<file path="config.mk">
export PLATFORM = sky130hd
export DESIGN_NAME = lsu_stage_flat
export DESIGN_NICKNAME = d
export VERILOG_FILES = /design/src/rtl/lsu_stage_if.sv /design/src/rtl/lsu_stage.sv /design/src/flat_wrapper.sv
export SDC_FILE = /design/constraint.sdc
export NUM_CORES = 1
export LEC_CHECK = 0
export ABC_AREA = 1
export CORE_UTILIZATION = 45
export DETAILED_ROUTE_END_ITERATION = 6
export PLACE_DENSITY = 0.77
export SETUP_SLACK_MARGIN = 0.05
export SYNTH_ARGS = -nofsm -noshare
export SYNTH_HDL_FRONTEND = slang
export SYNTH_SLANG_ARGS = --single-unit
</file>
<file path="constraint.sdc">
create_clock -name clk -period 5.8 [get_ports clk]
set_input_delay 1.16 -clock clk [delete_from_list [all_inputs] [get_ports clk]]
set_output_delay 1.16 -clock clk [all_outputs]
set_load 0.005 [all_outputs]
</file>
<file path="src/rtl/lsu_stage_if.sv">
// Data-memory request/acknowledge bus between the load/store stage and memory.
interface lsu_stage_if;
  logic        req;
  logic        we;
  logic [31:0] addr;
  logic [3:0]  be;
  logic [31:0] wdata;
  logic        ack;
  logic [31:0] rdata;

  modport master (output req, output we, output addr, output be, output wdata,
                  input ack, input rdata);
  modport slave  (input req, input we, input addr, input be, input wdata,
                  output ack, output rdata);
endinterface

</file>
<file path="src/rtl/lsu_stage.sv">
// Execute-to-writeback stage: forwards ALU results, runs one data-memory
// transaction per load/store with lane steering, extension and a bus timeout.
module lsu_stage #(
  parameter int unsigned TIMEOUT_CYCLES = 255
) (
  input  logic         clk,
  input  logic         rst,
  input  logic         ex_valid,
  output logic         ex_ready,
  input  logic         ex_is_load,
  input  logic         ex_is_store,
  input  logic [2:0]   ex_funct3,
  input  logic [31:0]  ex_addr,
  input  logic [31:0]  ex_wdata,
  input  logic [4:0]   ex_rd,
  lsu_stage_if.master  dmem,
  output logic         wb_valid,
  output logic [4:0]   wb_rd,
  output logic [31:0]  wb_data,
  output logic         exc_valid,
  output logic [31:0]  exc_addr
);

  localparam logic [0:0] IDLE = 1'b0;
  localparam logic [0:0] BUSY = 1'b1;

  logic [0:0]  state_r;
  logic [31:0] addr_r;
  logic [2:0]  funct3_r;
  logic [4:0]  rd_r;
  logic [31:0] tmo_cnt_r;
  logic        is_mem_s;
  logic        illegal_s;
  logic        misaligned_s;
  logic        tmo_hit_s;

  function automatic logic [3:0] lane_be(input logic [1:0] sz, input logic [1:0] a);
    logic [3:0] be;
    case (sz)
      2'b00:   be = 4'b0001 << a;
      2'b01:   be = a[1] ? 4'b1100 : 4'b0011;
      2'b10:   be = 4'b1111;
      default: be = 4'b0000;
    endcase
    return be;
  endfunction

  function automatic logic [31:0] lane_wdata(input logic [1:0] sz, input logic [31:0] d);
    logic [31:0] w;
    case (sz)
      2'b00:   w = {4{d[7:0]}};
      2'b01:   w = {2{d[15:0]}};
      default: w = d;
    endcase
    return w;
  endfunction

  // Byte/halfword results come from the addressed lane, then get extended.
  function automatic logic [31:0] load_extract(input logic [2:0] f3, input logic [1:0] a,
                                               input logic [31:0] rdata);
    logic [31:0] s;
    logic [31:0] r;
    s = rdata >> {a, 3'b000};
    case (f3)
      3'b000:  r = {{24{s[7]}}, s[7:0]};
      3'b001:  r = {{16{s[15]}}, s[15:0]};
      3'b100:  r = {24'h000000, s[7:0]};
      3'b101:  r = {16'h0000, s[15:0]};
      default: r = s;
    endcase
    return r;
  endfunction

  assign ex_ready  = (state_r == IDLE) && !rst;
  assign tmo_hit_s = (TIMEOUT_CYCLES != 32'd0) && ((tmo_cnt_r + 32'd1) == TIMEOUT_CYCLES);

  // Decode the incoming op into legality and alignment faults.
  always_comb begin
    is_mem_s     = ex_is_load || ex_is_store;
    illegal_s    = 1'b0;
    misaligned_s = 1'b0;
    if (ex_is_load && ex_is_store) begin
      illegal_s = 1'b1;
    end else if (ex_is_load) begin
      case (ex_funct3)
        3'b011, 3'b110, 3'b111: illegal_s = 1'b1;
        default:                illegal_s = 1'b0;
      endcase
    end else if (ex_is_store) begin
      case (ex_funct3)
        3'b000, 3'b001, 3'b010: illegal_s = 1'b0;
        default:                illegal_s = 1'b1;
      endcase
    end else begin
      illegal_s = 1'b0;
    end
    case (ex_funct3[1:0])
      2'b01:   misaligned_s = is_mem_s && ex_addr[0];
      2'b10:   misaligned_s = is_mem_s && (ex_addr[1:0] != 2'b00);
      default: misaligned_s = 1'b0;
    endcase
  end

  // Stage FSM, memory request and writeback/exception pulse registers.
  always_ff @(posedge clk or posedge rst) begin
    if (rst) begin
      state_r    <= IDLE;
      addr_r     <= 32'd0;
      funct3_r   <= 3'd0;
      rd_r       <= 5'd0;
      tmo_cnt_r  <= 32'd0;
      dmem.req   <= 1'b0;
      dmem.we    <= 1'b0;
      dmem.addr  <= 32'd0;
      dmem.be    <= 4'd0;
      dmem.wdata <= 32'd0;
      wb_valid   <= 1'b0;
      wb_rd      <= 5'd0;
      wb_data    <= 32'd0;
      exc_valid  <= 1'b0;
      exc_addr   <= 32'd0;
    end else begin
      wb_valid  <= 1'b0;
      exc_valid <= 1'b0;
      case (state_r)
        IDLE: begin
          if (ex_valid) begin
            if (!is_mem_s) begin
              wb_valid <= 1'b1;
              wb_data  <= ex_addr;
              wb_rd    <= ex_rd;
            end else if (illegal_s || misaligned_s) begin
              exc_valid <= 1'b1;
              exc_addr  <= ex_addr;
            end else begin
              state_r    <= BUSY;
              addr_r     <= ex_addr;
              funct3_r   <= ex_funct3;
              rd_r       <= ex_rd;
              tmo_cnt_r  <= 32'd0;
              dmem.req   <= 1'b1;
              dmem.we    <= ex_is_store;
              dmem.addr  <= {ex_addr[31:2], 2'b00};
              dmem.be    <= lane_be(ex_funct3[1:0], ex_addr[1:0]);
              dmem.wdata <= ex_is_store ? lane_wdata(ex_funct3[1:0], ex_wdata) : 32'd0;
            end
          end
        end
        BUSY: begin
          // An ack on the timeout edge still completes normally.
          if (dmem.ack) begin
            state_r  <= IDLE;
            dmem.req <= 1'b0;
            if (!dmem.we) begin
              wb_valid <= 1'b1;
              wb_rd    <= rd_r;
              wb_data  <= load_extract(funct3_r, addr_r[1:0], dmem.rdata);
            end
          end else if (tmo_hit_s) begin
            state_r   <= IDLE;
            dmem.req  <= 1'b0;
            exc_valid <= 1'b1;
            exc_addr  <= addr_r;
          end else begin
            tmo_cnt_r <= tmo_cnt_r + 32'd1;
          end
        end
        default: begin
          state_r  <= IDLE;
          dmem.req <= 1'b0;
        end
      endcase
    end
  end

endmodule

</file>
<file path="src/flat_wrapper.sv">
// flat-port wrapper written by rule: the top's interface ports become plain ports
module lsu_stage_flat 
#(
  parameter int unsigned TIMEOUT_CYCLES = 255
)
  (clk, rst, ex_valid, ex_ready, ex_is_load, ex_is_store, ex_funct3, ex_addr, ex_wdata, ex_rd, wb_valid, wb_rd, wb_data, exc_valid, exc_addr, dmem_req, dmem_we, dmem_addr, dmem_be, dmem_wdata, dmem_ack, dmem_rdata);
  lsu_stage_if dmem_i ();
  input  logic clk;
  input  logic rst;
  input  logic ex_valid;
  output logic ex_ready;
  input  logic ex_is_load;
  input  logic ex_is_store;
  input  logic [2:0] ex_funct3;
  input  logic [31:0] ex_addr;
  input  logic [31:0] ex_wdata;
  input  logic [4:0] ex_rd;
  output logic wb_valid;
  output logic [4:0] wb_rd;
  output logic [31:0] wb_data;
  output logic exc_valid;
  output logic [31:0] exc_addr;
  output wire logic [$bits(dmem_i.req)-1:0] dmem_req;
  output wire logic [$bits(dmem_i.we)-1:0] dmem_we;
  output wire logic [$bits(dmem_i.addr)-1:0] dmem_addr;
  output wire logic [$bits(dmem_i.be)-1:0] dmem_be;
  output wire logic [$bits(dmem_i.wdata)-1:0] dmem_wdata;
  input wire logic [$bits(dmem_i.ack)-1:0] dmem_ack;
  input wire logic [$bits(dmem_i.rdata)-1:0] dmem_rdata;
  assign dmem_req = dmem_i.req;
  assign dmem_we = dmem_i.we;
  assign dmem_addr = dmem_i.addr;
  assign dmem_be = dmem_i.be;
  assign dmem_wdata = dmem_i.wdata;
  assign dmem_i.ack = dmem_ack;
  assign dmem_i.rdata = dmem_rdata;
  lsu_stage #(.TIMEOUT_CYCLES(TIMEOUT_CYCLES)) u_core (.clk(clk), .rst(rst), .ex_valid(ex_valid), .ex_ready(ex_ready), .ex_is_load(ex_is_load), .ex_is_store(ex_is_store), .ex_funct3(ex_funct3), .ex_addr(ex_addr), .ex_wdata(ex_wdata), .ex_rd(ex_rd), .dmem(dmem_i), .wb_valid(wb_valid), .wb_rd(wb_rd), .wb_data(wb_data), .exc_valid(exc_valid), .exc_addr(exc_addr));
endmodule
</file>
======== Word level (Yosys, flattened, before mapping) ========
Cells that the tools add are included.
word-level totals
  register bits after elaboration ......... 212
  input bits .............................. 110
operators by class
  $add $sub $neg .......................... 1
  equality and inequality tests ........... 22
  shift-type cells ........................ 2
  multiplexer cells ....................... 56
  bitwise operators ....................... 2
  reduce and logical (&&, ||, !) cells .... 18
operators with widths
  cell                   count
  $mux 32                15
  $pmux 32 s2            4
  $pmux 32 s4            1
  $add 32x1->32 const B  1
  $eq 32x8->1 const B    1
  $shr 32x5->32          1
  $mux 1                 24
  $mux 5                 4
  $ne 2x2->1 const B     9
  $eq 3x3->1 const B     4
  $pmux 4 s3             1
  $reduce_and 4->1       3
  $pmux 1 s2             5
  $pmux 5 s2             1
  $reduce_and 5->1       2
  $eq 3x1->1 const B     2
  $eq 3x2->1 const B     2
  $logic_not 3->1        2
  $reduce_or 3->1        2
  $logic_and 1x1->1      4
  $mux 4                 1
  $shl 1x2->4 const A    1
  $ne 3x3->1 const B     1
  $eq 2x1->1 const B     1
  other kinds (7)        9

======== Depth between registers and ports, before layout ========
Gate-level depths: netlist of the first run.
  word-level depth ........................ 11
  depth in mapped cells ................... 16
  depth with buffers taken out ............ 16

======== Worst setup path after synthesis of the first run ========
No wires, ideal clock.
  path type ............................... in2reg
  start ................................... input port ex_funct3[1]
  end ..................................... register u_core.tmo_cnt_r[0]
  setup time .............................. 67 ps
  arrival ................................. 2930 ps
  data required time ...................... 5733 ps
  slack ................................... 2803 ps
  stages on the path ...................... 12
  path through ............................ inv_1 -> ha_1 -> clkbuf_1 -> nor2_1 -> clkinv_1 -> nor2_1 -> o21ai_0 -> nand4_1 -> clkbuf_1 -> clkbuf_1 -> nand3_1 -> nand2_1
on the way
  cells in the longest elaborated chain, start to end .. 9
RTL lines
  what                                line                source
  start: declaration                  flat_wrapper.sv:14  input logic [2:0] ex_funct3;
  $eq 3x1->1 (tied with other cells)  lsu_stage.sv:90     case (ex_funct3)
  $reduce_or 3->1                     lsu_stage.sv:90
  $mux 1                              lsu_stage.sv:90
  $mux 1                              lsu_stage.sv:89     end else if (ex_is_store) begin
  $mux 1                              lsu_stage.sv:84     end else if (ex_is_load) begin
  $mux 1                              lsu_stage.sv:82     if (ex_is_load && ex_is_store) begin
  $logic_or 1x1->1 *                  lsu_stage.sv:132    end else if (illegal_s || misaligned_s) begin
  $ne 2x2->1 (no line) *              --
  $reduce_and 5->1 (no line) *        --
  end signal: assignment              lsu_stage.sv:165    tmo_cnt_r <= tmo_cnt_r + 32'd1;
  end: declaration                    lsu_stage.sv:31     logic [31:0] tmo_cnt_r;
Every way passes the cells marked *; elsewhere a longest branch is shown, timed or not.
A chain may end at the register's enable or synchronous reset.

======== Final worst setup path of the first run ========
  start ................................... input port ex_funct3[1]
  end ..................................... register u_core.dmem.wdata[27]
on the way
  cells in the longest elaborated chain, start to end .. 9
RTL lines
  what                                line                source
  $eq 3x1->1 (tied with other cells)  lsu_stage.sv:90
  $reduce_or 3->1                     lsu_stage.sv:90
  $mux 1                              lsu_stage.sv:90
  $mux 1                              lsu_stage.sv:89
  $mux 1                              lsu_stage.sv:84
  $mux 1                              lsu_stage.sv:82
  $logic_or 1x1->1                    lsu_stage.sv:132
  $not 1->1 (no line)                 --
  $reduce_and 4->1 (no line)          --
  end signal: assignment              lsu_stage.sv:145    dmem.wdata <= ex_is_store ? lane_wdata(ex_funct3[1:0], ex_wdata) : 32'd0;
  end: declaration                    lsu_stage_if.sv:11  modport master (output req, output we, output addr, output be, output wdata,
Several ways; a longest one is shown, not always the timed one.

==> out/qor.csv, run 1 <==
stage,metric,value,unit
job,Max-cap violations,0,
sta,RSZ-0062 raised after global routing,no,
synth,"count leader, synth",nand2_1,
sta,final setup margin,1.22,ns
synth,number of flops mapped to enable cells by yosys,0,
clocking,H-tree Lvls,4,
global_routing,gr usage total,0.285,
synth,Synth Area in Compound Gates,0.103,
synth,ranking of synthesized cells by area,"dfrtp_1, nand2_1, o21ai_0",
sta,Final Max Slew Viols,0,
placed_design,DP Area,12500,µm²
clocking,hold_buf cts,0,
critical_path,worst reg2reg endpoint,u_core.tmo_cnt_r[14]$_DFFE_PP0P_,
die,Ports,252,
clocking,Post-CTS Setup Repair Bufs,0,
critical_path,critical path type,primary input to flop,
sta,fin crit share,0.789,
placed_design,IO buf count,249,
synth,synth warn,0,
sta,final hold vios,0,
critical_path,Worst EP arrival,4.92,ns
route,DRC viols,0,
clocking,"CTS clk-pin slew, worst paths",0.08,ns
synth,Mean Syn Cell Area,7.18,µm²
synth,post-synthesis adder-cell area fraction,0.00745,
synth,XOR/XNOR Fraction of Synth Area,0.00261,
pwr,Tot Pwr,0.00454,W
critical_path,FF-to-FF setup slack,2.64,ns
die,initial core utilization,0.461,
global_routing,vias in the first global route,9445,
synth,Post-synth ARST share,1.00,
critical_path,FF-to-FF Start,u_core.tmo_cnt_r[1]$_DFFE_PP0P_,
synth,mux contribution to synthesized area,0.00496,
finish,Final nets,1698,
synth,post-synth top area share,0.452,
die,die area,23000,µm²
finish,layout cell share with drive strength beyond 1,0.0458,
placed_design,HPWL after DPL,22500,µm
synth,number of distinct library cells after synthesis,37,
synth,main combinational cell family by area after synthesis,simple AND/OR/NAND/NOR gates,
sta,# setup viols final,0,
finish,Area Overhead vs Synth,30.2,%
clocking,cts repair resizes,0,
clocking,CTS tree,built,
route,Initial DRC Count,851,
sta,Post-Route Skew,0.0128,ns
global_routing,total gr overflow,0,
global_routing,first-pass GRT wire length,50700,µm
synth,ys flop type,dfrtp_1,
critical_path,R2R cell count,16,
synth,number of synthesized register bits,182,
outcome,status,"finished, final reports clean",
route,DRT Wirelength,32200,µm
sta,Final Critical Period,4.58,ns
pwr,Power Density,346,nW/µm²
worst_hold_path,WHS Path Cells,2,
pwr,Leakage,6.08,nW
critical_path,WP data required,6.14,ns
placed_design,pre-CTS setup slack,0.720,ns
sta,fmax,218,MHz
global_routing,largest net degree at the start of global routing,76,
clocking,Worst-Skew Late Latency,0.44,ns
die,die width,152,µm
synth,synthesized area,10100,µm²
synth,post-synthesis simple-gate area fraction,0.348,
clocking,Clock Tree Root,clkbuf_16,
critical_path,element type at the critical path start,primary input,
sta,Worst-Margin Slew,1.12,ns
die,FP Rows,54,
synth,top cell type by total area after synthesis,dfrtp_1,
route,WL/cell,17.2,µm
pwr,maximum vdd ir drop,0.000209,V
critical_path,Worst Setup End Kind,flop,
die,Die Span Y,152,µm
finish,final instance area,13100,µm²
finish,# fillers,1992,
worst_hold_path,Hold Crit Class,flop to flop,
route,DRT antenna net count,0,
synth,Post-synth top cells,"nand2_1, dfrtp_1, nor2_1, o21ai_0, nand3_1",
worst_hold_path,hold wc startpoint,u_core.dmem.req$_DFFE_PP0P_,
route,Initial DRT Pass Iterations,5,
worst_hold_path,hold endpoint,u_core.dmem.req$_DFFE_PP0P_,
synth,"Seq/Total Area, Yosys",0.452,
placed_design,GP Congestion,0.907,
critical_path,CP max FO,37,
route,via count,10111,
global_routing,initial antenna violation count,0,
synth,synthesized instance count,1404,
clocking,Clock Sinks,182,
sta,setup_tns,0,ns
route,via/cell ratio,5.39,
clocking,maximum buffer depth of the clock tree,2,
die,core area,21900,µm²
clocking,CTS buffer count,17,
sta,Slew HR,0.257,
==> how the worst max path moves through the flow <==
stage / cells past startpoint / startpoint / endpoint / slack, ns
2_1_floorplan: 1 / rst / u_core.addr_r[0]$_DFFE_PP0P_ / 2.30
3_3_place_gp: 13 / ex_funct3[1] / u_core.dmem.wdata[31]$_DFFE_PP0P_ / 0.95
3_5_place_dp: 13 / ex_funct3[1] / u_core.dmem.wdata[27]$_DFFE_PP0P_ / 0.72
4_1_cts: 13 / ex_funct3[1] / u_core.dmem.wdata[27]$_DFFE_PP0P_ / 1.17
5_1_grt: 13 / ex_funct3[1] / u_core.dmem.wdata[30]$_DFFE_PP0P_ / 0.74
6_report: 13 / ex_funct3[1] / u_core.dmem.wdata[27]$_DFFE_PP0P_ / 1.22
==> state kept, by name (all words and copies together), names as in the netlist, 3 cells and up <==
register           count
u_core.addr_r         31
u_core.tmo_cnt_r      32
u_core.exc_addr       32
u_core.dmem.wdata     32
u_core.funct3_r        3
u_core.dmem.be         4
u_core.wb_data        32
u_core.wb_rd           5
u_core.rd_r            5
==> worst max-delay path, stage by stage <==
cell and delay, ns:
clkdlybuf4s50_1 0.60, inv_1 0.22, ha_1 0.47, nor2_1 0.11
clkinv_1 0.06, buf_4 0.29, nor2_1 0.07, o21ai_0 0.21
nand4_1 0.18, inv_2 0.07, buf_4 0.38, nand2_1 0.67
o21ai_0 0.41
==> cell usage in the layout, fill, tap and decap left out, types with 12 or more instances in the layout <==
| master | instances |
|---|---|
| a31oi_1 | 36 |
| dfrtp_1 | 181 |
| clkdlybuf4s50_1 | 249 |
| nand4_1 | 28 |
| inv_1 | 64 |
| nand3b_1 | 12 |
| buf_4 | 12 |
| a21oi_1 | 19 |
| nand2_1 | 564 |
| clkbuf_16 | 17 |
| nor2_1 | 132 |
| nand3_1 | 89 |
| o21ai_0 | 115 |
==> power breakdown <==
part	total, W	switching (W)	internal (W)
logic	0.00149	0.000690	0.000798
clock network	0.00123	0.000573	0.000656
registers	0.00182	0.000238	0.00158
total	0.00454	0.00150	0.00304
==> final cells by class <==
type,instances,area (µm²),area share
tap,280,350,0.0267
clock buffer,17,425,0.0324
sequential,182,4560,0.347
timing repair buffer,263,2620,0.200
inverter,69,263,0.0200
clock inverter,14,185,0.0141
antenna,1,2.50,0.000191
multi-input combinational,1049,4720,0.360
==> layer usage <==
metal | up-vias | global-route usage | wire length, µm
met1 | 4745 | 0.391 | 13800
met3 | 90 | 0.0599 | 2260
met2 | 414 | 0.428 | 14600
met4 | 0 | 0.136 | 1500
met5 | - | 0 | 0
li1 | 4862 | - | -
==> logic make-up after synthesis <==
group / after synthesis
adder cells (fa/ha/maj): 6
buffers and inverters: 174
AND/OR/NAND/NOR: 846
flip-flops: 182
other: 1
XOR/XNOR: 3
AO/OA/AOI/OAI: 187
multiplexers: 5
==> stage by stage <==
step	std cells	hold WS, ns	util
floorplan	1405	0.449	-
global placement	1843	0.456	0.572
detailed placement	1843	0.461	0.572
CTS	1874	0.479	0.599
global route	1874	0.508	0.599
finish	1875	0.478	0.600
(Power assumes the default switching activity.)
==> run 2, diff against run 1 <==
clock period = 4 ns   (was 5.8 ns; I/O delays follow)
==> run 2 against run 1 <==
Core utilization increased by 0.41 points. Global-route usage decreased by 0.63 points. Sequential cell count is the same. Sequential share of layout area fell by 0.24 points. First-iteration DRC count shrank 8.9%. Worst hold slack gained 0.0039 ns. Total power up 45%. Critical endpoint is now u_core.exc_addr[8]$_DFFE_PP0P_.
==> out/qor.csv, run 2 (synthesized netlist as in run 1, its figures left out) <==
stage,metric,value,unit,change
route,Initial DRT Pass Iterations,6,,+1
finish,most frequent cells in the layout,"nand2_1, clkdlybuf4s50_1, dfrtp_1, nor2_1, o21ai_0",,
global_routing,initial antenna violation count,0,,unchanged
global_routing,gr usage total,0.279,,-0.00628
critical_path,CP top delay family,simple AND/OR/NAND/NOR gates,,
sta,Post-Route Skew,0.0115,ns,-0.00131 ns
job,Max-cap violations,0,,unchanged
global_routing,total gr overflow,0,,unchanged
sta,setup_tns,0,ns,unchanged
route,Initial DRC Count,775,,-8.9%
die,die width,152,µm,unchanged
clocking,Clock Tree Root,clkbuf_16,,
die,initial core utilization,0.461,,unchanged
sta,# setup viols final,0,,unchanged
critical_path,"Max stage delay cell, worst path",nand2_4,,
critical_path,crit-path max cell delay,0.59,ns,-0.08 ns
sta,Slew HR,0.534,,+0.277
sta,fin crit share,0.811,,
critical_path,critical path type,flop to flop,,
route,WL/cell,16.9,µm,-1.3%
sta,RSZ-0062 raised after global routing,no,,
finish,"most common cell after layout, fill and taps aside",nand2_1,,
route,via count,10139,,+0.28%
global_routing,first-pass GRT wire length,49300,µm,-2.8%
finish,utilization after layout,0.604,,+0.00412
global_routing,largest net degree at the start of global routing,100,,+32%
critical_path,most frequent CP cell,nand2_1,,
clocking,Worst-Skew Late Latency,0.44,ns,about the same
die,Die Span Y,152,µm,unchanged
pwr,maximum vdd ir drop,0.000280,V,+34%
sta,Hold Slack,0.482,ns,+0.00394 ns
clocking,hold_buf cts,0,,unchanged
critical_path,Worst Setup End Kind,flop,,
die,Ports,252,,unchanged
critical_path,CP max FO,33,,-11%
critical_path,CP Cell Sequence,"ha_1, inv_1, nor2_4, nand2_2, nor2_1, nand2_1, nand2_1, nand2_1, nor2_1, nand2_1, nor2_1, nand4_2, nand2_4, nand2_1, nand2_1",,
route,DRT antenna net count,0,,unchanged
clocking,maximum buffer depth of the clock tree,2,,unchanged
clocking,CTS buffer count,17,,unchanged
route,via/cell ratio,5.38,,-0.31%
route,DRT Wirelength,31900,µm,-0.75%
critical_path,crit path buf inv count,1,,-5
sta,Worst-Margin Slew,0.699,ns,-0.416 ns
clocking,Post-CTS Setup Repair Bufs,0,,unchanged
pwr,Power Density,499,nW/µm²,+44%
critical_path,WP data required,4.38,ns,-1.76 ns
sta,Final Max Slew Viols,0,,unchanged
finish,layout cell share with drive strength beyond 1,0.0512,,+0.00536
worst_hold_path,Hold Crit Class,flop to flop,,
die,core area,21900,µm²,unchanged
critical_path,FF-to-FF setup slack,0.76,ns,-1.88 ns
pwr,Leakage,6.12,nW,+0.78%
sta,final hold vios,0,,unchanged
critical_path,element type at the critical path start,flop,,
sta,Final Critical Period,3.24,ns,
clocking,"CTS clk-pin slew, worst paths",0.07,ns,about the same
outcome,status,"finished, final reports clean",,
finish,# fillers,2006,,+0.70%
placed_design,GP Congestion,0.905,,-0.25%
clocking,H-tree Lvls,4,,unchanged
clocking,CTS tree,built,,
finish,Area Overhead vs Synth,31.0,%,
die,die area,23000,µm²,unchanged
placed_design,IO buf count,249,,unchanged
placed_design,HPWL after DPL,22700,µm,+0.69%
clocking,cts repair resizes,0,,unchanged
route,DRC viols,0,,unchanged
global_routing,vias in the first global route,9285,,-1.7%
clocking,Clock Sinks,182,,unchanged
sta,fmax,308,MHz,
die,FP Rows,54,,unchanged
finish,Final nets,1706,,+0.47%
critical_path,Worst EP arrival,3.62,ns,-1.30 ns
-- run 2: cell count changes in the layout (fill, tap and decap cells not counted), moves of 2 or more --
cell and delta:
inv_6 -2, clkinv_4 +3, buf_4 +7, diode_2 +2
-- run 2: metal layers --
layer | vias to the layer above | global-route usage | routed length, µm
met5 | - | 0 | 0
met4 | 0 | 0.109 | 1090
met3 | 67 | 0.0581 | 2260
met2 | 401 | 0.448 | 15200
met1 | 4786 | 0.367 | 13400
li1 | 4885 | - | -
-- run 2: final timing paths --
check / from / endpoint / cells after the start
max: u_core.tmo_cnt_r[1]$_DFFE_PP0P_ / u_core.exc_addr[8]$_DFFE_PP0P_ / 15
min: u_core.rd_r[3]$_DFFE_PP0P_ / u_core.rd_r[3]$_DFFE_PP0P_ / 2
max reg2reg: u_core.tmo_cnt_r[1]$_DFFE_PP0P_ / u_core.exc_addr[8]$_DFFE_PP0P_ / 15
min reg2reg: u_core.rd_r[3]$_DFFE_PP0P_ / u_core.rd_r[3]$_DFFE_PP0P_ / 2
max in group asynchronous: rst / u_core.wb_data[20]$_DFFE_PP0P_ / 3
min in group asynchronous: rst / u_core.exc_addr[28]$_DFFE_PP0P_ / 2
-- run 2: worst reg2reg max path: cells and delay by family, from the launching register on --
family        cells  cell delay [ns]
simple gates     13             2.39
flops             1             0.42
buf+inv           1             0.11
fa+ha+maj         1             0.26
-- run 2: metrics by stage --
stage                     std cells  area (µm²)  power, W  setup slack [ns]
after global routing           1883       13200   0.00696             0.473
final                          1886       13200   0.00660             0.757
after CTS                      1883       13200   0.00663             0.738
after detailed placement       1851       12600   0.00482             0.717
after global placement         1851       12600   0.00478             0.801
after floorplan                1405       10100   0.00362             0.863
-- run 2: report_power, final --
group / total, W / internal, W / switching (W)
Combinational: 0.00218 / 0.00117 / 0.00102
Sequential: 0.00262 / 0.00229 / 0.000328
Clock: 0.00180 / 0.000971 / 0.000824
-- run 2: layout make-up --
type	count	area, µm²	area share
clock inverter	14	184	0.0139
sequential	182	4560	0.345
timing repair buffer	271	2700	0.204
clock buffer	18	439	0.0332
multi-input combinational	1049	4720	0.357
tap	280	350	0.0265
antenna	3	7.51	0.000568
inverter	69	263	0.0199
